### src/rtl/scpu_mem_arb.sv
// Arbiter/sequencer for the scpu single-port data SRAM: shares it between the
// CPU load/store port and a debug/loader port that can halt CPU memory access.
module scpu_mem_arb #(
  parameter int AW       = 8,
  parameter int DW       = 8,
  parameter int MAX_WAIT = 4
) (
  input  logic          clk,
  input  logic          rst,
  input  logic          cpu_req,
  input  logic          cpu_we,
  input  logic [AW-1:0] cpu_addr,
  input  logic [DW-1:0] cpu_wdata,
  output logic          cpu_gnt,
  output logic          cpu_rvalid,
  output logic [DW-1:0] cpu_rdata,
  output logic          cpu_stall,
  input  logic          dbg_req,
  input  logic          dbg_we,
  input  logic [AW-1:0] dbg_addr,
  input  logic [DW-1:0] dbg_wdata,
  output logic          dbg_gnt,
  output logic          dbg_rvalid,
  output logic [DW-1:0] dbg_rdata,
  input  logic          dbg_halt,
  output logic          halted,
  output logic          mem_cs,
  output logic          mem_we,
  output logic [AW-1:0] mem_addr,
  output logic [DW-1:0] mem_wdata,
  input  logic [DW-1:0] mem_rdata
);

  // Handshake: a requester holds req/we/addr/wdata stable until its gnt is seen
  // high in a cycle; the access is issued in that same cycle. Reads return two
  // cycles later as a one-cycle rvalid pulse with rdata held afterwards.

  typedef enum logic [1:0] {
    RUN    = 2'd0,
    DRAIN  = 2'd1,
    HALTED = 2'd2
  } state_t;

  localparam logic [3:0] MAX_W = 4'(MAX_WAIT);

  state_t     state;
  state_t     state_nxt;
  logic [3:0] wait_cnt;
  logic       dbg_starved;
  logic       p1_valid;   // read issued last cycle; mem_rdata valid now
  logic       p1_dbg;     // owner of that read: 1=debug, 0=CPU
  logic       cpu_rd_pend;

  assign dbg_starved = (wait_cnt == MAX_W);
  assign cpu_rd_pend = p1_valid & ~p1_dbg;

  // State register
  always_ff @(posedge clk or posedge rst) begin
    if (rst) state <= RUN;
    else     state <= state_nxt;
  end

  // Next-state logic; decisions use the registered state so a grant issued in
  // the cycle dbg_halt rises still completes.
  always_comb begin
    state_nxt = state;
    case (state)
      RUN:     if (dbg_halt) state_nxt = DRAIN;
      DRAIN: begin
        if (!dbg_halt)         state_nxt = RUN;
        else if (!cpu_rd_pend) state_nxt = HALTED;
      end
      HALTED:  if (!dbg_halt) state_nxt = RUN;
      default: state_nxt = RUN;
    endcase
  end

  // Output logic: grants
  always_comb begin
    dbg_gnt = 1'b0;
    cpu_gnt = 1'b0;
    if (!rst) begin
      case (state)
        RUN: begin
          dbg_gnt = dbg_req & (~cpu_req | dbg_starved);
          cpu_gnt = cpu_req & ~dbg_gnt;
        end
        DRAIN, HALTED: dbg_gnt = dbg_req;
        default: begin
          dbg_gnt = 1'b0;
          cpu_gnt = 1'b0;
        end
      endcase
    end
  end

  assign cpu_stall = (state != RUN) | (cpu_req & ~cpu_gnt);
  assign mem_cs    = cpu_gnt | dbg_gnt;

  always_comb begin
    mem_we    = 1'b0;
    mem_addr  = '0;
    mem_wdata = '0;
    if (dbg_gnt) begin
      mem_we    = dbg_we;
      mem_addr  = dbg_addr;
      mem_wdata = dbg_wdata;
    end else if (cpu_gnt) begin
      mem_we    = cpu_we;
      mem_addr  = cpu_addr;
      mem_wdata = cpu_wdata;
    end
  end

  // Debug starvation counter; only meaningful while the CPU has priority.
  always_ff @(posedge clk or posedge rst) begin
    if (rst) begin
      wait_cnt <= 4'd0;
    end else if ((state != RUN) || !dbg_req || dbg_gnt) begin
      wait_cnt <= 4'd0;
    end else if (wait_cnt != MAX_W) begin
      wait_cnt <= wait_cnt + 4'd1;
    end
  end

  // Read return pipeline: tag at issue, capture data one cycle later.
  always_ff @(posedge clk or posedge rst) begin
    if (rst) begin
      p1_valid   <= 1'b0;
      p1_dbg     <= 1'b0;
      cpu_rvalid <= 1'b0;
      dbg_rvalid <= 1'b0;
      cpu_rdata  <= '0;
      dbg_rdata  <= '0;
    end else begin
      p1_valid   <= mem_cs & ~mem_we;
      p1_dbg     <= dbg_gnt;
      cpu_rvalid <= p1_valid & ~p1_dbg;
      dbg_rvalid <= p1_valid & p1_dbg;
      if (p1_valid && !p1_dbg) cpu_rdata <= mem_rdata;
      if (p1_valid &&  p1_dbg) dbg_rdata <= mem_rdata;
    end
  end

  always_ff @(posedge clk or posedge rst) begin
    if (rst) halted <= 1'b0;
    else     halted <= (state_nxt == HALTED);
  end

endmodule

### config.mk
export PLATFORM = sky130hd
export DESIGN_NAME = scpu_mem_arb
export DESIGN_NICKNAME = d
export VERILOG_FILES = /design/src/rtl/scpu_mem_arb.sv
export SDC_FILE = /design/constraint.sdc
export NUM_CORES = 1
export LEC_CHECK = 0
export BUFFER_PORTS_ARGS = -buffer_cell sky130_fd_sc_hd__buf_2
export CAP_MARGIN = 20
export CORE_UTILIZATION = 36
export DETAILED_ROUTE_END_ITERATION = 10
export PLACE_DENSITY = 0.67
export SKIP_LAST_GASP = 1
export SYNTH_ARGS = -nofsm -noshare
export SYNTH_HDL_FRONTEND = slang
export SYNTH_SLANG_ARGS = --single-unit
export TNS_END_PERCENT = 20
### constraint.sdc
create_clock -name clk -period 3.1 [get_ports clk]
set_input_delay 0.465 -clock clk [delete_from_list [all_inputs] [get_ports clk]]
set_output_delay 0.465 -clock clk [all_outputs]
set_load 0.1 [all_outputs]
Word level (Yosys, flattened, before mapping):

Index checks and enable logic that the tools add are counted.

* flip-flop bits (word level): 27
* input port bits: 47
* output and inout port bits: 40
* logic and storage cells: 56

* add/sub/neg operators: 1
* equality and inequality tests: 5
* muxes and demuxes: 17
* bitwise gates (word level): 14
* reductions and logical operators: 10

Operators with widths (count)
* $mux W8: 4
* $mux W2: 4
* $mux W4: 2
* $and A1 B1 Y1: 6
* $pmux W2 S3: 1
* $mux W1: 5
* $not A1 Y1: 5
* $add A4 B1 Y4 const B: 1
* $eq A2 B2 Y1 const B: 2
* $eq A4 B3 Y1 const B: 1
* $ne A4 B3 Y1 const B: 1
* $reduce_bool A2 Y1: 2
* $or A1 B1 Y1: 3
* $eq A2 B1 Y1 const B: 1
* $logic_and A1 B1 Y1: 2
* $logic_not A1 Y1: 2
* $logic_not A2 Y1: 1
* $logic_or A1 B1 Y1: 2
* $pmux W1 S2: 1
* $reduce_or A2 Y1: 1

Depth between registers and ports, before layout:

Gate-level depths: netlist (run 1).

* depth in word-level cells: 11
* mapped depth: 7
* gate-level depth less buffers: 6

Worst setup path before layout (run 1):

No wires, ideal clock.

* path type: register to output
* from: register state[0]
* to: output cpu_stall
* arrival time: 3.332 ns
* setup slack: -0.697 ns
* cell stages (with the launch flop): 8
* cells stage by stage: dfrtp_1 -> inv_1 -> ha_1 -> and3b_1 -> clkbuf_1 -> clkbuf_1 -> and2_1 -> a21oi_1

* cells in the longest elaborated chain, start to end: 6

Ends and longest elaborated chain
* start, declared: line 46 `state_t state;`
* start signal, assigned: line 60 `else state <= state_nxt;`
* $logic_not A2 Y1: line 83 `case (state)`
* $mux W1: line 83
* $mux W1: line 82 `if (!rst) begin`
* net cpu_gnt: line 14 `output logic cpu_gnt,`
* $not A1 Y1: line 97 `assign cpu_stall = (state != RUN) | (cpu_req & ~cpu_gnt);`
* $and A1 B1 Y1: line 97
* $or A1 B1 Y1: line 97
* end, declared: line 17 `output logic cpu_stall,`

The timed path passes the listed nets, and every way through them passes these cells.

Final worst setup path (run 1):

* from: register state[0]
* to: output mem_wdata[5]

* cells in the longest elaborated chain, start to end: 5

Ends and longest elaborated chain
* $eq A2 B1 Y1, or another cell as far along: line 83
* $reduce_or A2 Y1 or $mux W1 (tied branches): line 83
* $pmux W1 S2 or $mux W1 (tied branches): line 83, 82
* $mux W1 or $mux W8 (tied branches): line 82, 108
* $mux W8 *: line 104 `if (dbg_gnt) begin`
* end, declared: line 30 `output logic [DW-1:0] mem_wdata,`

Every way passes the cells marked *; elsewhere a longest branch is shown, timed or not.

==> results of run 1 <==
## cells by family after synthesis
kind of cell | share of synthesized area
compound gates | 0.0374
xor+xnor | 0.0111
fa+ha+maj | 0.0477
buf+inv | 0.0533
flops | 0.429
mux | 0.277
simple gates | 0.145
## synth_stat cells
cell type	number	area share
mux2_4	9	0.086
nor2_1	4	0.0095
dfrtp_1	27	0.43
o21ai_0	1	0.0032
o211ai_1	1	0.0048
nor3_1	3	0.0095
a211oi_1	1	0.0048
mux2_2	24	0.17
nand3b_1	2	0.0095
ha_1	6	0.048
or2_2	1	0.0040
a311o_1	1	0.0064
nand4b_1	1	0.0056
buf_12	1	0.013
nand2_1	2	0.0048
a211o_1	1	0.0056
xnor2_1	2	0.011
mux2i_1	3	0.019
and3b_1	2	0.011
nand2b_1	1	0.0040
a21oi_1	4	0.013
inv_1	10	0.024
nor4bb_1	1	0.0064
clkbuf_1	4	0.0095
and2_1	1	0.0040
or3b_1	1	0.0056
and3_1	17	0.068
buf_6	1	0.0072
nand3_1	1	0.0032
## flip-flops by register name (all words and copies together), names as in the netlist
register and cells:
dbg_rdata 8, dbg_rvalid 1, halted 1, cpu_rvalid 1
state 2, wait_cnt 4, cpu_rdata 8, p1_dbg 1
p1_valid 1
## layer usage
metal  part of all wire  GRT usage  up-vias  wire (um)
met3               0.11     0.0483        4        374
li1                   -          -      654          -
met2               0.49      0.311       78       1730
met1               0.39      0.182      613       1390
met5                  0          0        -          0
met4             0.0048     0.0313        0         17
## final cells by class
type                    instances  area (sq um)  area share
multi-input cells              90           820       0.342
repair buffers                 91           758       0.316
flip-flops and latches         27           676       0.282
well taps                      50          62.6      0.0261
clock buffers                   3          41.3      0.0172
inverters                      10          37.5      0.0156
clock inverters                 1          5.00     0.00209
## stage by stage
stage	TNS, ns	instance area (sq um)
3_3_place_gp	0	2320
5_1_grt	0	2400
3_5_place_dp	0	2320
2_1_floorplan	-0.164	1580
4_1_cts	0	2370
6_report	0	2400
## worst max-delay path, stage by stage, from the launching register on
cell and delay (ns):
dfrtp_1 0.42, ha_1 0.26, or3b_1 0.35, a311o_2 0.43, buf_4 0.23, mux2_4 0.33
buf_12 0.17
## worst paths after layout
kind,from,end,slack (ns),cells after the start
worst max-delay path,state[0],mem_wdata[5],0.17,6
worst min-delay path,rst,state[1],0.10,2
worst max register to register,state[0],wait_cnt[2],1.22,6
worst min register to register,dbg_rdata[7],dbg_rdata[7],0.50,1
max in group asynchronous,rst,cpu_rdata[2],2.64,3
min in group clk,dbg_we,p1_valid,0.39,2
==> results by group, run 1 <==
Run status
  • Status: finished, final reports clean

STA
  • Final worst setup slack: around 0.17 ns
  • FMAX: ~340 MHz
  • Setup-failing EPs final: 0
  • Tcrit/Tclk final: 0.944
  • Slew headroom: 0.668
  • Min Tclk post-route: approximately 3 ns
  • Final hold slack: about 0.1 ns
  • Slew Viols, Final: 0
  • Slew @ Worst Pin: about 0.5 ns
  • Fin. Hold Viols: 0
  • Clk_skew: approximately 0.0069 ns
  • RSZ-0062 raised after global routing: no

Synthesis
  • Mapped Cells: between 100 and 150
  • Register bit total from synthesis: 27
  • Post-synthesis sequential area ratio: 0.429
  • Yosys Warn Count: 0
  • Post-Syn Area: about 1600 sq um
  • Avg Synthesized Cell Area: between 10 and 15 sq um
  • Synth unique cells: 29
  • Syn nets: 186

Clock network
  • Clk Latency, worst-skew pair: around 0.27 ns
  • H-tree depth: 1
  • TritonCTS buffer count: 3
  • CTS root buf: clkbuf_8
  • Clk buf depth: 2
  • Post-CTS Resized: 0
  • Number of setup buffers added after CTS: 0
  • Hold_buf cts: 0
  • Clock sinks: 27
  • CTS tree: built
  • Clock transition at the registers of the reported paths: approximately 0.08 ns

Cells and area
  • Most common cell after layout, fill and taps aside: buf_2
  • Inserted Diodes: 0
  • Share of cells above drive strength 1: 0.590
  • Commonest non-fill, non-tap cells in the layout: 68 x buf_2, 27 x dfrtp_1, 24 x mux2_2, 18 x buf_12, 17 x and3_1
  • Area Overhead vs Synth: 52.5%
  • Fin util: 0.587
  • Final std cells w/o fill: around 270
  • Filler instances: around 340
  • Final net count: roughly 280

Drt
  • DR pass1 iterations: 4
  • DRT iter0 DRCs: 39
  • Avg Vias per Cell: just under 5
  • Residual DRC: 0
  • Vias: approximately 1300
  • Routed wire length: between 3 and 4 mm
  • Routed len/inst: between 10 and 15 um
  • ANT nets after route: 0

Floorplan
  • Die footprint: between 4000 and 5000 sq um
  • Rows: 23
  • IO Pins: 87
  • Die width: 68.1 um
  • Die H: just under 70 um
  • Initial core utilization: 0.385
  • Core footprint: 4090 sq um

Critical path
  • CP Data Required Time: 2.63 ns
  • Crit. End Element: output port
  • Critical Path AT: around 2.5 ns
  • Worst-path fanout max: 11
  • Critical Path Start Type: register
  • CP Class: register to output port

Placed design
  • Pre-CTS WS: ~0.36 ns
  • Placed cell count: 267
  • Count of buffers from port buffering: 86
  • HPWL after DPL: approximately 2.9 mm
  • Gpl congestion: between 0.7 and 0.8

Job
  • Max Cap Violations: 0

Global routing
  • Initial antenna violation count: 0
  • First-pass GRT wire length: 5.80 mm
  • GR Overflow Total: 0
  • Tot GR Track Use: 0.165
  • Number of global-route vias before repair: 1407
  • Largest net degree at the start of global routing: 28

Hold path
  • Hold WC Path Type: input pin to async pin
Power of run 1 is left out: the tool's default activity adds up to more than one toggle a clock period on the data nets, which glitch-free logic cannot reach.
==> inputs of run 2 (changes only) <==
--- a/config.mk
+++ b/config.mk
@@ -6,7 +6,6 @@
 export NUM_CORES = 1
 export LEC_CHECK = 0
 export BUFFER_PORTS_ARGS = -buffer_cell sky130_fd_sc_hd__buf_2
-export CAP_MARGIN = 20
 export CORE_UTILIZATION = 36
 export DETAILED_ROUTE_END_ITERATION = 10
 export PLACE_DENSITY = 0.67
==> constraint.sdc (replaced) <==
create_clock -name clk -period 3.3 [get_ports clk]
set_input_delay 0.495 -clock clk [delete_from_list [all_inputs] [get_ports clk]]
set_output_delay 0.495 -clock clk [all_outputs]
set_load 0.1 [all_outputs]
==> results by group, run 2 (synthesized netlist as in run 1, its figures left out) <==
Run status
  • Status: finished, final reports clean

Hold path
  • Hold WC Path Type: input pin to register
  • Hold_sp: dbg_we
  • Hold Crit Depth: 2

Cells and area
  • Most common cell after layout, fill and taps aside: buf_2
  • Filler instances: ~390
  • Area Overhead vs Synth: 32.0%
  • Share of cells above drive strength 1: 0.578
  • Inserted Diodes: 0
  • Post-route design area: between 2000 and 2500 sq um
  • Commonest non-fill, non-tap cells in the layout: 86 x buf_2, 27 x dfrtp_1, 24 x mux2_2, 17 x and3_1, 10 x inv_1
  • Final net count: between 200 and 300
  • Top Registers: cpu_rdata: 8 flops, dbg_rdata: 8 flops, wait_cnt: 4 flops
  • Fin util: 0.509

Clock network
  • Clock sinks: 27
  • Clk buf depth: 2
  • Hold_buf cts: 0
  • Post-CTS Resized: 0
  • Clock transition at the registers of the reported paths: 0.09 ns
  • Clk Latency, worst-skew pair: ~0.27 ns
  • CTS root buf: clkbuf_8
  • CTS tree: built
  • H-tree depth: 1
  • TritonCTS buffer count: 3
  • Number of setup buffers added after CTS: 0

Floorplan
  • Rows: 23
  • Die width: a little under 70 um
  • IO Pins: 87
  • Die H: between 60 and 70 um
  • Core footprint: between 4000 and 5000 sq um
  • Die footprint: between 4000 and 5000 sq um
  • Initial core utilization: 0.385

Critical path
  • Critical Path AT: approximately 2.7 ns
  • RR Startpoint: wait_cnt[0]
  • FF-to-FF path depth: 6
  • CP Data Required Time: 2.80 ns
  • Crit. End Element: output port
  • Critical Path Start Type: register
  • Worst-path fanout max: 11
  • CP Class: register to output port
  • CP Launch Point: state[0]

Global routing
  • First-pass GRT wire length: approximately 5.1 mm
  • Tot GR Track Use: 0.143
  • GR Overflow Total: 0
  • Initial antenna violation count: 0
  • Number of global-route vias before repair: 1200
  • Largest net degree at the start of global routing: 28

STA
  • Slew @ Worst Pin: 0.988 ns
  • FMAX: 314 MHz
  • Slew Viols, Final: 0
  • Min Tclk post-route: ~3.2 ns
  • Fin Setup TNS: 0 ns
  • Fin. Hold Viols: 0
  • Slew headroom: 0.340
  • Tcrit/Tclk final: 0.964
  • Clk_skew: approximately 0.0043 ns
  • Setup-failing EPs final: 0
  • RSZ-0062 raised after global routing: no

Drt
  • DRT iter0 DRCs: 60
  • ANT nets after route: 0
  • Routed wire length: approximately 3.2 mm
  • Avg Vias per Cell: ~4.8
  • DR pass1 iterations: 4
  • Residual DRC: 0
  • Vias: roughly 1300
  • Routed len/inst: roughly 12 um

Placed design
  • Gpl congestion: 0.778
  • HPWL after DPL: between 2 and 3 mm
  • DP Area: around 2000 sq um
  • Count of buffers from port buffering: 86

Job
  • Max Cap Violations: 0
## run 2: changes by cell type in the layout (fill, tap and decap cells not counted), sizes merged
cell,change
buf,-4
## run 2: path summary, 6_finish.rpt
| kind | slack, ns | to |
|---|---|---|
| min reg2reg | 0.50 | cpu_rdata[1] |
| max | 0.12 | mem_addr[1] |
| max reg2reg | 1.31 | wait_cnt[1] |
| min | 0.41 | p1_valid |
| min in group asynchronous | 0.47 | wait_cnt[0] |
| max in group asynchronous | 2.23 | cpu_rdata[2] |
## run 2: final cells by class
class	instances	area [sq um]	share of cell area
Sequential cell	27	676	0.325
Tap cell	50	62.6	0.0301
Timing Repair Buffer	87	438	0.211
Clock buffer	3	41.3	0.0199
Multi-Input combinational cell	90	818	0.394
Clock inverter	1	5.00	0.00241
Inverter	10	37.5	0.0181
## run 2: routing by layer
layer | global-route usage | share of wire | wire, um | vias to the layer above
li1 | - | - | - | 641
met1 | 0.173 | 0.45 | 1470 | 580
met2 | 0.263 | 0.47 | 1530 | 72
met3 | 0.0200 | 0.071 | 229 | 0
met4 | 0.0313 | 0 | 0 | 0
met5 | 0 | 0 | 0 | -
## run 2: critical path, stage by stage (launching register included)
cell and delay [ns]:
dfrtp_1 0.43, ha_1 0.25, or3b_1 0.35, a311o_1 0.50, buf_4 0.27, mux2_4 0.20
buf_2 0.42
## run 2: per-stage QoR
step,setup slack (ns),hold WS [ns],instances
after floorplan,0.0815,0.548,133
after global placement,0.441,0.481,264
after detailed placement,0.408,0.490,264
after CTS,0.107,0.407,268
after global routing,0.0188,0.418,268
final,0.120,0.408,268
Power of run 2 is left out for the same reason.
